## src/rtl/ps2_scancode_rx_if.sv

```systemverilog
// Signal bundle for the PS/2 receiver. It carries the raw keyboard pins in
// and the decoded key-event word plus error strobe out.
interface ps2_scancode_rx_if;
  logic        ps2_clk;
  logic        ps2_data;
  logic [10:0] ps2_key;
  logic        frame_err;

  modport master (output ps2_clk, ps2_data, input  ps2_key, frame_err);
  modport slave  (input  ps2_clk, ps2_data, output ps2_key, frame_err);
endinterface

```

## src/rtl/ps2_scancode_rx.sv

```systemverilog
// PS/2 device-to-host frame receiver with Set-2 prefix decoding. Each key event
// is published as a toggle-qualified 11-bit word for the keyboard matrix stage.
module ps2_scancode_rx #(
  parameter int FILTER_LEN = 8,
  parameter int TIMEOUT    = 24000
) (
  input  logic             clk,
  input  logic             reset_n,
  ps2_scancode_rx_if.slave ps2
);

  localparam int              FW        = $clog2(FILTER_LEN + 1);
  localparam logic [FW-1:0]   FILT_LAST = FW'(FILTER_LEN - 1);
  localparam logic [14:0]     TO_LAST   = 15'(TIMEOUT - 1);

  typedef enum logic [1:0] {S_IDLE, S_SHIFT, S_PARITY, S_STOP} state_t;

  logic [1:0]    r_clk_sync, r_data_sync;
  logic [FW-1:0] r_clk_cnt, r_data_cnt;
  logic          r_clk_filt, r_data_filt, r_clk_filt_d;
  logic          w_fall;

  state_t        r_state, w_state;
  logic [2:0]    r_bit_cnt, w_bit_cnt;
  logic [7:0]    r_shift, w_shift;
  logic          r_parity, w_parity;
  logic [14:0]   r_idle_cnt, w_idle_cnt;
  logic          r_byte_valid, w_byte_valid;
  logic          r_frame_err, w_frame_err;

  logic          r_ext_pend, r_brk_pend;
  logic [2:0]    r_skip_cnt;
  logic [10:0]   r_key;
  logic          w_is_resp;

  // Lines idle high, so the synchronisers and filters come out of reset at 1.
  // Otherwise the first real sample would look like a falling edge.
  always_ff @(posedge clk or negedge reset_n) begin
    if (!reset_n) begin
      r_clk_sync   <= 2'b11;
      r_data_sync  <= 2'b11;
      r_clk_cnt    <= '0;
      r_data_cnt   <= '0;
      r_clk_filt   <= 1'b1;
      r_data_filt  <= 1'b1;
      r_clk_filt_d <= 1'b1;
    end else begin
      // NOTE: non-blocking assignments here let every flop sample the pre-edge
      // value, which is what makes the two-flop chain an actual synchroniser.
      r_clk_sync   <= {r_clk_sync[0], ps2.ps2_clk};
      r_data_sync  <= {r_data_sync[0], ps2.ps2_data};
      r_clk_filt_d <= r_clk_filt;
      if (r_clk_sync[1] == r_clk_filt) begin
        r_clk_cnt <= '0;
      end else if (r_clk_cnt == FILT_LAST) begin
        r_clk_filt <= r_clk_sync[1];
        r_clk_cnt  <= '0;
      end else begin
        r_clk_cnt <= r_clk_cnt + 1'b1;
      end
      if (r_data_sync[1] == r_data_filt) begin
        r_data_cnt <= '0;
      end else if (r_data_cnt == FILT_LAST) begin
        r_data_filt <= r_data_sync[1];
        r_data_cnt  <= '0;
      end else begin
        r_data_cnt <= r_data_cnt + 1'b1;
      end
    end
  end

  assign w_fall = r_clk_filt_d & ~r_clk_filt;

  always_ff @(posedge clk or negedge reset_n) begin
    if (!reset_n) begin
      r_state      <= S_IDLE;
      r_bit_cnt    <= '0;
      r_shift      <= '0;
      r_parity     <= 1'b0;
      r_idle_cnt   <= '0;
      r_byte_valid <= 1'b0;
      r_frame_err  <= 1'b0;
    end else begin
      r_state      <= w_state;
      r_bit_cnt    <= w_bit_cnt;
      r_shift      <= w_shift;
      r_parity     <= w_parity;
      r_idle_cnt   <= w_idle_cnt;
      r_byte_valid <= w_byte_valid;
      r_frame_err  <= w_frame_err;
    end
  end

  always_comb begin
    // NOTE: every output gets a default first so no path through the case
    // leaves a signal unassigned and infers a latch.
    w_state      = r_state;
    w_bit_cnt    = r_bit_cnt;
    w_shift      = r_shift;
    w_parity     = r_parity;
    w_idle_cnt   = (r_state == S_IDLE) ? '0 : r_idle_cnt + 15'd1;
    w_byte_valid = 1'b0;
    w_frame_err  = 1'b0;
    // A timeout wins over an edge arriving in the same cycle.
    if (r_state != S_IDLE && r_idle_cnt == TO_LAST) begin
      w_state     = S_IDLE;
      w_idle_cnt  = '0;
      w_frame_err = 1'b1;
    end else if (w_fall) begin
      w_idle_cnt = '0;
      case (r_state)
        S_IDLE: begin
          if (r_data_filt) begin
            w_frame_err = 1'b1;
          end else begin
            w_state   = S_SHIFT;
            w_bit_cnt = '0;
          end
        end
        S_SHIFT: begin
          w_shift   = {r_data_filt, r_shift[7:1]};
          w_bit_cnt = r_bit_cnt + 3'd1;
          if (r_bit_cnt == 3'd7) w_state = S_PARITY;
        end
        S_PARITY: begin
          w_parity = r_data_filt;
          w_state  = S_STOP;
        end
        S_STOP: begin
          if (r_data_filt && (^{r_shift, r_parity})) w_byte_valid = 1'b1;
          else                                      w_frame_err  = 1'b1;
          w_state = S_IDLE;
        end
        default: w_state = S_IDLE;
      endcase
    end
  end

  // r_shift holds the completed byte during the byte_valid cycle. No new frame
  // can start shifting until many cycles later.
  assign w_is_resp = r_shift inside {8'hAA, 8'hFA, 8'hEE, 8'hFE, 8'hFC, 8'h00, 8'hFF};

  always_ff @(posedge clk or negedge reset_n) begin
    if (!reset_n) begin
      r_ext_pend <= 1'b0;
      r_brk_pend <= 1'b0;
      r_skip_cnt <= '0;
      r_key      <= '0;
    end else if (r_frame_err) begin
      r_ext_pend <= 1'b0;
      r_brk_pend <= 1'b0;
      r_skip_cnt <= '0;
    end else if (r_byte_valid) begin
      if (r_skip_cnt != 3'd0) begin
        r_skip_cnt <= r_skip_cnt - 3'd1;
      end else if (r_shift == 8'hE0) begin
        r_ext_pend <= 1'b1;
      end else if (r_shift == 8'hF0) begin
        r_brk_pend <= 1'b1;
      end else if (r_shift == 8'hE1) begin
        r_skip_cnt <= 3'd7;
      end else if (r_ext_pend || r_brk_pend || !w_is_resp) begin
        r_key      <= {~r_key[10], ~r_brk_pend, r_ext_pend, r_shift};
        r_ext_pend <= 1'b0;
        r_brk_pend <= 1'b0;
      end
    end
  end

  assign ps2.ps2_key   = r_key;
  assign ps2.frame_err = r_frame_err;

endmodule

```

## src/flat_wrapper.sv

```systemverilog
// flat-port wrapper written by rule: the top's interface ports become plain ports
module ps2_scancode_rx_flat 
#(
  parameter int FILTER_LEN = 8,
  parameter int TIMEOUT    = 24000
)
  (clk, reset_n, ps2_ps2_clk, ps2_ps2_data, ps2_ps2_key, ps2_frame_err);
  ps2_scancode_rx_if ps2_i ();
  input  logic clk;
  input  logic reset_n;
  input wire logic [$bits(ps2_i.ps2_clk)-1:0] ps2_ps2_clk;
  input wire logic [$bits(ps2_i.ps2_data)-1:0] ps2_ps2_data;
  output wire logic [$bits(ps2_i.ps2_key)-1:0] ps2_ps2_key;
  output wire logic [$bits(ps2_i.frame_err)-1:0] ps2_frame_err;
  assign ps2_i.ps2_clk = ps2_ps2_clk;
  assign ps2_i.ps2_data = ps2_ps2_data;
  assign ps2_ps2_key = ps2_i.ps2_key;
  assign ps2_frame_err = ps2_i.frame_err;
  ps2_scancode_rx #(.FILTER_LEN(FILTER_LEN), .TIMEOUT(TIMEOUT)) u_core (.clk(clk), .reset_n(reset_n), .ps2(ps2_i));
endmodule
```

## config.mk

```make
export PLATFORM = sky130hd
export DESIGN_NAME = ps2_scancode_rx_flat
export DESIGN_NICKNAME = d
export VERILOG_FILES = /design/src/rtl/ps2_scancode_rx_if.sv /design/src/rtl/ps2_scancode_rx.sv /design/src/flat_wrapper.sv
export SDC_FILE = /design/constraint.sdc
export NUM_CORES = 1
export LEC_CHECK = 0
export ABC_CLOCK_PERIOD_IN_PS = 2000
export CAP_MARGIN = 20
export CORE_UTILIZATION = 54
export DETAILED_ROUTE_END_ITERATION = 12
export PLACE_DENSITY = 0.76
export SLEW_MARGIN = 25
export SYNTH_ARGS = -nofsm -noshare
export SYNTH_HDL_FRONTEND = slang
export SYNTH_SLANG_ARGS = --single-unit
```

## constraint.sdc

```tcl
create_clock -name clk -period 2 [get_ports clk]
set_clock_uncertainty 0.15 [all_clocks]
set_input_delay 0.3 -clock clk [delete_from_list [all_inputs] [get_ports clk]]
set_output_delay 0.3 -clock clk [all_outputs]
set_load 0.005 [all_outputs]
```

== Word level (Yosys, flattened, before mapping) ==
Cells that the tools add are included.

* Add/sub/neg operators: 5
* Reduce and logical (&&, ||, !) cells: 27
* Equality and inequality tests: 28
* Bitwise gates (word level): 12
* Div/mod/pow operators: 0
* Muxes and demuxes: 41
* Multipliers: 0
* Order comparisons: 0
* Shifts and indexed selects: 0

{| class="wikitable"
|+ Operators by type and width
! operator !! count
|-
| $eq 8x8->1 const B || 9
|-
| $mux 15 || 3
|-
| $mux 3 || 7
|-
| $mux 1 || 20
|-
| $ne 3x1->1 const B || 6
|-
| $mux 4 || 4
|-
| $add 15x1->15 const B || 1
|-
| $eq 15x15->1 const B || 1
|-
| $reduce_bool 3->1 || 4
|-
| $not 1->1 || 11
|-
| $reduce_and 5->1 || 2
|-
| $reduce_and 3->1 || 3
|-
| $reduce_xor 9->1 || 1
|-
| $add 4x1->4 const B || 2
|-
| $eq 4x3->1 const B || 2
|-
| $logic_not 8->1 || 1
|-
| $mux 2 || 4
|-
| $pmux 2 s4 || 1
|-
| $reduce_and 4->1 || 2
|-
| $reduce_bool 2->1 || 4
|-
| $reduce_and 7->1 || 1
|-
| $reduce_bool 7->1 || 1
|-
| $pmux 3 s2 || 1
|-
| $eq 2x2->1 const B || 2
|-
| other kinds (15) || 20
|}

* Input port bits: 4
* Output and inout port bits: 12
* Latch bits: 0
* Bits in read-only memories: 0
* Flip-flop bits (word level): 62
* Bits in writable memories: 0
* Word-level logic and storage cells: 131
* Memories kept: 0

== Longest topological paths before layout ==
Gate-level depths: netlist of the first run.

* Depth after elaboration: 11
* Depth in mapped cells: 8

== Worst setup path after synthesis of the first run ==
OpenSTA, ideal clock, no wires.

* Path type: reg2reg
* Start: register u_core.r_state[0]
* End: register u_core.r_idle_cnt[10]
* Library setup time: 0.121 ns
* Data arrival time: 1.798 ns
* Period minus slack after synthesis: 2.069 ns
* Buffers on the path: 2
* Cell stages (with the launch flop): 9
* Path slack: -0.069 ns
* Cells stage by stage: dfrtp_1 -> inv_1 -> ha_1 -> nand4bb_1 -> nor4_4 -> or3_1 -> clkbuf_1 -> buf_2 -> nor2_1

* Word-level cells in the longest chain between the ends: 4
* Elaborated cells between the ends (all ways): 6

{| class="wikitable"
|+ RTL lines
! item !! RTL line !! source
|-
| from (decl) || ps2_scancode_rx.sv:23 || <nowiki>state_t r_state, w_state;</nowiki>
|-
| from (signal assigned) || ps2_scancode_rx.sv:84 || <nowiki>r_state <= w_state;</nowiki>
|-
| $logic_not 2->1 || ps2_scancode_rx.sv:101 || <nowiki>w_idle_cnt = (r_state == S_IDLE) ? '0 : r_idle_cnt + 15'd1;</nowiki>
|-
| $mux 15 || ps2_scancode_rx.sv:101 ||
|-
| $mux 15 || ps2_scancode_rx.sv:109 || <nowiki>end else if (w_fall) begin</nowiki>
|-
| $mux 15 (*) || ps2_scancode_rx.sv:105 || <nowiki>if (r_state != S_IDLE && r_idle_cnt == TO_LAST) begin</nowiki>
|-
| net u_core.w_idle_cnt[10] || ps2_scancode_rx.sv:27 || <nowiki>logic [14:0] r_idle_cnt, w_idle_cnt;</nowiki>
|-
| to (signal assigned) || ps2_scancode_rx.sv:88 || <nowiki>r_idle_cnt <= w_idle_cnt;</nowiki>
|-
| to (decl) || ps2_scancode_rx.sv:27 ||
|}

Mark *: on every way through the listed nets, which the timed path passes. The rest lies on a longest branch.
A chain may end at the register's enable or synchronous reset.

== Worst setup path after layout of the first run ==
* Start: register u_core.r_shift[1]
* End: register u_core.r_key[6], in the netlist u_core.ps2.ps2_key[6]

* Word-level cells in the longest chain between the ends: 5
* Elaborated cells between the ends (all ways): 17

{| class="wikitable"
|+ RTL lines
! item !! RTL line !! source
|-
| from (decl) || ps2_scancode_rx.sv:25 || <nowiki>logic [7:0] r_shift, w_shift;</nowiki>
|-
| from (signal assigned) || ps2_scancode_rx.sv:86 || <nowiki>r_shift <= w_shift;</nowiki>
|-
| $eq 8x8->1 or $logic_not 8->1 (tied branches) || ps2_scancode_rx.sv:141 || <nowiki>assign w_is_resp = r_shift inside {8'hAA, 8'hFA, 8'hEE, 8'hFE, 8'hFC, 8'h00, 8'hFF};</nowiki>
|-
| $reduce_bool 7->1 || ps2_scancode_rx.sv:141 ||
|-
| $logic_not 1->1 || ps2_scancode_rx.sv:162 || <nowiki>end else if (r_ext_pend || r_brk_pend || !w_is_resp) begin</nowiki>
|-
| $logic_or 1x1->1 || ps2_scancode_rx.sv:162 ||
|-
| $reduce_and 7->1 (no line) (*) || n/a ||
|-
| to (signal assigned) || ps2_scancode_rx.sv:163 || <nowiki>r_key <= {~r_key[10], ~r_brk_pend, r_ext_pend, r_shift};</nowiki>
|-
| to (decl) || ps2_scancode_rx.sv:33 || <nowiki>logic [10:0] r_key;</nowiki>
|}

Every way passes the cells marked *; elsewhere a longest branch is shown, timed or not.

==> results of run 1 <==
worst max-delay path: stages (launching register included):
cell and delay (ps):
dfrtp_1 390, or4_4 550, a21oi_4 160, nand2_2 80, o311ai_4 90, buf_12 180, mux2_4 300
through the flow:
stage               instances  power [uW]
finish                    395        3480
global route              395        3680
CTS                       395        3560
detailed placement        377        2430
global placement          377        2400
floorplan                 261        2110
cells by family (layout without fill, tap and decap cells):
logic type | count (synthesis) | count (layout) | synth area share [%]
fa+ha+maj | 11 | 11 | 4.53
xor+xnor | 23 | 23 | 7.08
simple gates | 92 | 92 | 16.6
flops | 62 | 62 | 51.3
buf+inv | 18 | 82 | 2.92
mux | 21 | 21 | 8.72
compound gates | 34 | 34 | 8.81
metal layers:
metal / vias up / part of all wire (%) / track usage (%)
li1: 1037 / - / -
met1: 1064 / 45 / 26.6
met2: 33 / 51 / 35.2
met3: 6 / 2.5 / 4.05
met4: 0 / 1.1 / 11.3
met5: - / 0 / 0
layout by cell type, fill, tap and decap left out, drive strengths merged, types with 2 or more instances in the layout:
master	instances
and4	2
dfstp	7
xnor2	15
clkdlybuf4s50	14
clkinv	4
a21o	2
nand4bb	2
clkbuf	9
nor3	10
nand3b	2
dfrtp	55
a21oi	7
o21a	2
a32o	3
or3	3
nor3b	2
inv	11
a22oi	3
nand2	12
nor2	29
or4	2
ha	11
nand4	6
nand2b	2
buf	41
nand3	9
mux2	20
and3	3
xor2	7
nor2b	5
o21ai	8
power groups by stage:
stage                     Clock [uW]  Combinational [uW]  Sequential (uW)
after detailed placement           0                 879             1550
final                           1080                 869             1530
after global routing            1160                 978             1550
after CTS                       1120                 916             1530
after floorplan                    0                 580             1530
after global placement             0                 858             1540
repair_timing:
| item | CTS | global route |
|---|---|---|
| gates resized for setup | 3 | 8 |
| setup buffers | 2 | 1 |
| hold endpoints to repair | 55 | 0 |
| setup endpoints to repair | 20 | 38 |
| hold buffers | 1 | 0 |
| pin swaps | 3 | 2 |
flip-flops by register name, summed over array words and instances, names as in the netlist:
name                  cells
u_core.r_data_cnt         4
u_core.r_clk_cnt          4
u_core.ps2.frame_err      1
u_core.r_clk_filt_d       1
u_core.r_data_filt        1
u_core.ps2.ps2_key       11
u_core.r_idle_cnt        15
u_core.r_data_sync        2
u_core.r_byte_valid       1
u_core.r_ext_pend         1
u_core.r_parity           1
u_core.r_clk_filt         1
u_core.r_bit_cnt          3
u_core.r_brk_pend         1
u_core.r_state            2
u_core.r_clk_sync         2
u_core.r_skip_cnt         3
u_core.r_shift            8
how the worst min path moves through the flow:
stage,start,end,slack [ps],cells past startpoint
2_1_floorplan,reset_n,u_core.ps2.frame_err,-150,0
3_3_place_gp,reset_n,u_core.ps2.ps2_key[4],170,2
3_5_place_dp,reset_n,u_core.ps2.ps2_key[0],190,2
4_1_cts,ps2_ps2_data,u_core.r_data_sync[0],200,1
5_1_grt,ps2_ps2_clk,u_core.r_clk_sync[0],210,1
6_report,u_core.r_clk_sync[0],u_core.r_clk_sync[1],210,0
cell type report:
| class | instances | area, um^2 |
|---|---|---|
| clock buffers | 9 | 124 |
| clock inverters | 7 | 73.8 |
| fillers | 369 | 1440 |
| inverters | 10 | 37.5 |
| multi-input cells | 181 | 1470 |
| flip-flops and latches | 62 | 1560 |
| well taps | 70 | 87.6 |
| repair buffers | 56 | 484 |
==> impl_metrics.toml, run 1 <==
[drt]
wl_per_cell_um = 14.0
wl_um = 5530
first_pass_iters = 4
drc = 0
dr_total_vias = 2140
viasPerCell = 5.42
ant_nets = 0
drt_iter0_drc = 167

[timing]
final_hold_viol_count = 0
layout_setup_ws_ps = -19.9
fin_crit_sh_pct = 101
setup_viol = 8
max_slew_margin_pct = 70.7
grt_setup_unrepaired = "true"
finalSetupTns_ps = -122
timing.hold.ws_ps = 209
max_freq_mhz = 495
layout_min_cycle_time_ps = 2020
maxSlewViolCount = 0
worst_pin_slew_ps = 440

[floorplanning]
dieHeight_um = 77.0
die_w_um = 77.0
core_mm2 = 0.00527
rows = 26
initial_core_util_pct = 57.7
dieArea_mm2 = 0.00593
ios = 16

[layout]
syn2layout_area_growth_pct = 26.1
postLayoutCoreUtil_pct = 72.7
layout-drive-gt1-share_pct = 30.2
fin_area_mm2 = 0.00383
nets = 335
antenna_cells = 0

[placement]
dpl_worst_slack_ps = -32.3
postPlaceCellArea_mm2 = 0.00357
hpwl_um = 3870
port_buffers = 15
gp_congestion = 0.801

[worst_setup_path]
arrival_ps = 2090
cp_max_fo = 9
worstPathRequired_ps = 2070
ff2ff_path_depth = 6
regToRegStartpoint = "u_core.r_shift[1]"
critPathCaptureType = "flip-flop"
startpoint = "u_core.r_shift[1]"
timing.rr.end = "u_core.ps2.ps2_key[6]"
critPathLaunchType = "flip-flop"
rrSetupSlack_ps = -20
endpoint = "u_core.ps2.ps2_key[6]"
criticalPathCategory = "reg2reg"

[synth]
synth_area_leader_cell = "dfrtp_1"
synth_edf_count = 0
ys_seq_area_share_pct = 51.3
synth.most_common_cell = "dfrtp_1"
netlist_top_cells_count = "dfrtp_1 (55), nor2_1 (29), xnor2_1 (15)"
synth_cell_types = 52
synthCells = 261
synth.area.top_cells = "dfrtp_1 (45%), dfstp_2 (6.0%), ha_1 (4.5%)"
netlist_area_mm2 = 0.00304
ys.flop_type = "dfrtp_1"
synth_top_area_share_pct = 45.3
ys_warn_count = 0
ys_ff_latch = 62
avgSynthCellArea_um2 = 11.6
syn-num-nets = 276
async_flop_share_pct = 100

[grt]
grt_max_degree = 37
overflow = 0
antenna_found_initial = 0
grt_pass1_vias = 2207
grt_use_total_pct = 21.3
grt_pass1_wl_um = 9780

[pwr]
p_clk_share_pct = 31.1
share_seq_of_total_power_pct = 44.0
p_leak_uw = 0.00178
vdd_drop_max_mv = 0.664
switchingPower_uw = 1070
switching_share_pct = 30.8
p_per_area_mw_per_mm2 = 908
power_frac_comb_pct = 24.9
p_int_uw = 2410

[clocking]
clock_path_buffers = 2
cts_made_buffers = 9
cts_root_buffer = "clkbuf_8"
cts_tree = "built"
clkSinkCount = 62
htree_levels = 3
clk_pin_slew_ps = 80
clk_latency_ps = 330

[run_status]
violations = "negative setup slack"
status = "finished with violations"

[min_path]
hp-class = "reg2reg"

[flow_run]
drv_cap = 0
(Power assumes the default switching activity.)
==> inputs of run 2 (changes only) <==
CORE_ASPECT_RATIO = 1.5   (was default)
==> impl_metrics.toml, run 2 (synthesized netlist as in run 1, its figures left out) <==
[layout]
final_common_cell = "dfrtp_1"
nets = 338
largest_reg_flops = 15
syn2layout_area_growth_pct = 28.8
fin_cells = 398
layout-drive-gt1-share_pct = 30.5
fin_area_mm2 = 0.00392
final_cell_mix = "dfrtp_1 (53), buf_4 (38), nor2_1 (29), xnor2_1 (15), clkdlybuf4s50_1 (14)"
antenna_cells = 0
largest_register = "u_core.r_idle_cnt"
postLayoutCoreUtil_pct = 71.9

[worst_setup_path]
cp_max_fo = 9
criticalPathCategory = "reg2reg"
regToRegStartpoint = "u_core.r_shift[7]"
worstPathRequired_ps = 2090
critPathCaptureType = "flip-flop"
cpLargestDelayFamily = "compound AO/OA/AOI/OAI gates"
cpMaxStageDelayCell = "dfrtp_1"
arrival_ps = 2090
critPathLaunchType = "flip-flop"
cpPeakStageDelay_ps = 430
cp_cell_sequence = "and3_4, and3b_4, a211oi_4, o311ai_4, buf_12, mux2_4"
startpoint = "u_core.r_shift[7]"
critPathBufInv = 1

[placement]
port_buffers = 15
postPlaceCellArea_mm2 = 0.00356
post-place-cells = 375
hpwl_um = 4140
gp_congestion = 0.805

[pwr]
switching_share_pct = 29.7
p_int_uw = 2600
share_seq_of_total_power_pct = 41.3
p_leak_uw = 0.00181
p_per_area_mw_per_mm2 = 945
switchingPower_uw = 1100
p_clk_share_pct = 32.5
vdd_drop_max_mv = 0.672
power_frac_comb_pct = 26.2

[clocking]
cts_root_buffer = "clkbuf_8"
clk_latency_ps = 350
clk_pin_slew_ps = 70
cts_tree = "built"
htree_levels = 3
clkSinkCount = 62
cts_made_buffers = 9
clock_path_buffers = 2

[timing]
final_hold_viol_count = 0
worst_pin_slew_ps = 418
setup_viol = 1
max_freq_mhz = 499
max_slew_margin_pct = 71.9
grt_setup_unrepaired = "true"
maxSlewViolCount = 0
layout_setup_ws_ps = -2.06
layout_min_cycle_time_ps = 2000
timing.hold.ws_ps = 198
fin_crit_sh_pct = 100

[grt]
antenna_found_initial = 0
grt_max_degree = 38
grt_pass1_wl_um = 10300
overflow = 0
grt_pass1_vias = 2269
grt_use_total_pct = 23.1

[min_path]
hp-class = "in2async"

[drt]
dr_total_vias = 2196
ant_nets = 0
drc = 0
wl_um = 6030
first_pass_iters = 4
wl_per_cell_um = 15.2
viasPerCell = 5.52
drt_iter0_drc = 91

[flow_run]
drv_cap = 0

[run_status]
violations = "negative setup slack"
status = "finished with violations"

[floorplanning]
core_mm2 = 0.00545
dieHeight_um = 93.9
dieArea_mm2 = 0.00594
die_w_um = 63.3
ios = 16
initial_core_util_pct = 55.8
rows = 33
==> run 2: cell types whose count changed in the layout (fill, tap and decap cells not counted), sizes merged <==
cell    before  now
inv         11   10
clkbuf       9   10
buf         41   44
bufinv       1    2
clkinv       4    3
==> run 2: what timing repair did <==
| action | CTS | global route |
|---|---|---|
| endpoints found under the setup margin | 18 | 23 |
| cloned | 0 | 0 |
| hold buffers | 1 | 0 |
| buffers inserted | 0 | 7 |
| gates resized for setup | 4 | 10 |
| pin swaps | 2 | 3 |
| hold endpoints to repair | 54 | 0 |
==> run 2: layout make-up <==
class                   instances  area [um^2]
multi-input cells             181         1480
flip-flops and latches         62         1560
clock inverters                 6         86.3
repair buffers                 59          532
fillers                       386         1530
well taps                      70         87.6
clock buffers                  10          128
inverters                      10         37.5
==> run 2: power groups by stage <==
stage	Clock [uW]	Sequential [uW]	Combinational, uW
4_1_cts	1220	1530	886
6_report	1200	1530	970
5_1_grt	1300	1550	1080
2_1_floorplan	0	1530	580
3_5_place_dp	0	1550	871
3_3_place_gp	0	1540	844
==> run 2: metrics by stage <==
| stage | setup WS [ps] | TNS, ps | total power, uW |
|---|---|---|---|
| 6_report | -2.06 | -2.06 | 3700 |
| 5_1_grt | -54.6 | -433 | 3930 |
| 4_1_cts | -4.31 | -4.31 | 3630 |
| 3_5_place_dp | -37.4 | -366 | 2420 |
| 3_3_place_gp | 7.61 | 0 | 2380 |
| 2_1_floorplan | -22.3 | -307 | 2110 |
==> run 2: routing by layer <==
layer	part of all wire, %	global-route usage [%]
met1	39	25.3
met4	3.0	12.5
met2	55	39.8
met5	0	0
met3	2.7	7.04
==> run 2: worst paths after layout <==
path / to / slack, ps / cells after the start
min: u_core.r_data_cnt[1] / 200 / 2
max: u_core.ps2.ps2_key[7] / -2 / 6
min in group clk: u_core.r_data_sync[1] / 200 / 0
max reg2reg: u_core.ps2.ps2_key[7] / -2 / 6
min reg2reg: u_core.r_data_sync[1] / 200 / 0
max in group asynchronous: u_core.r_clk_filt_d / 950 / 3
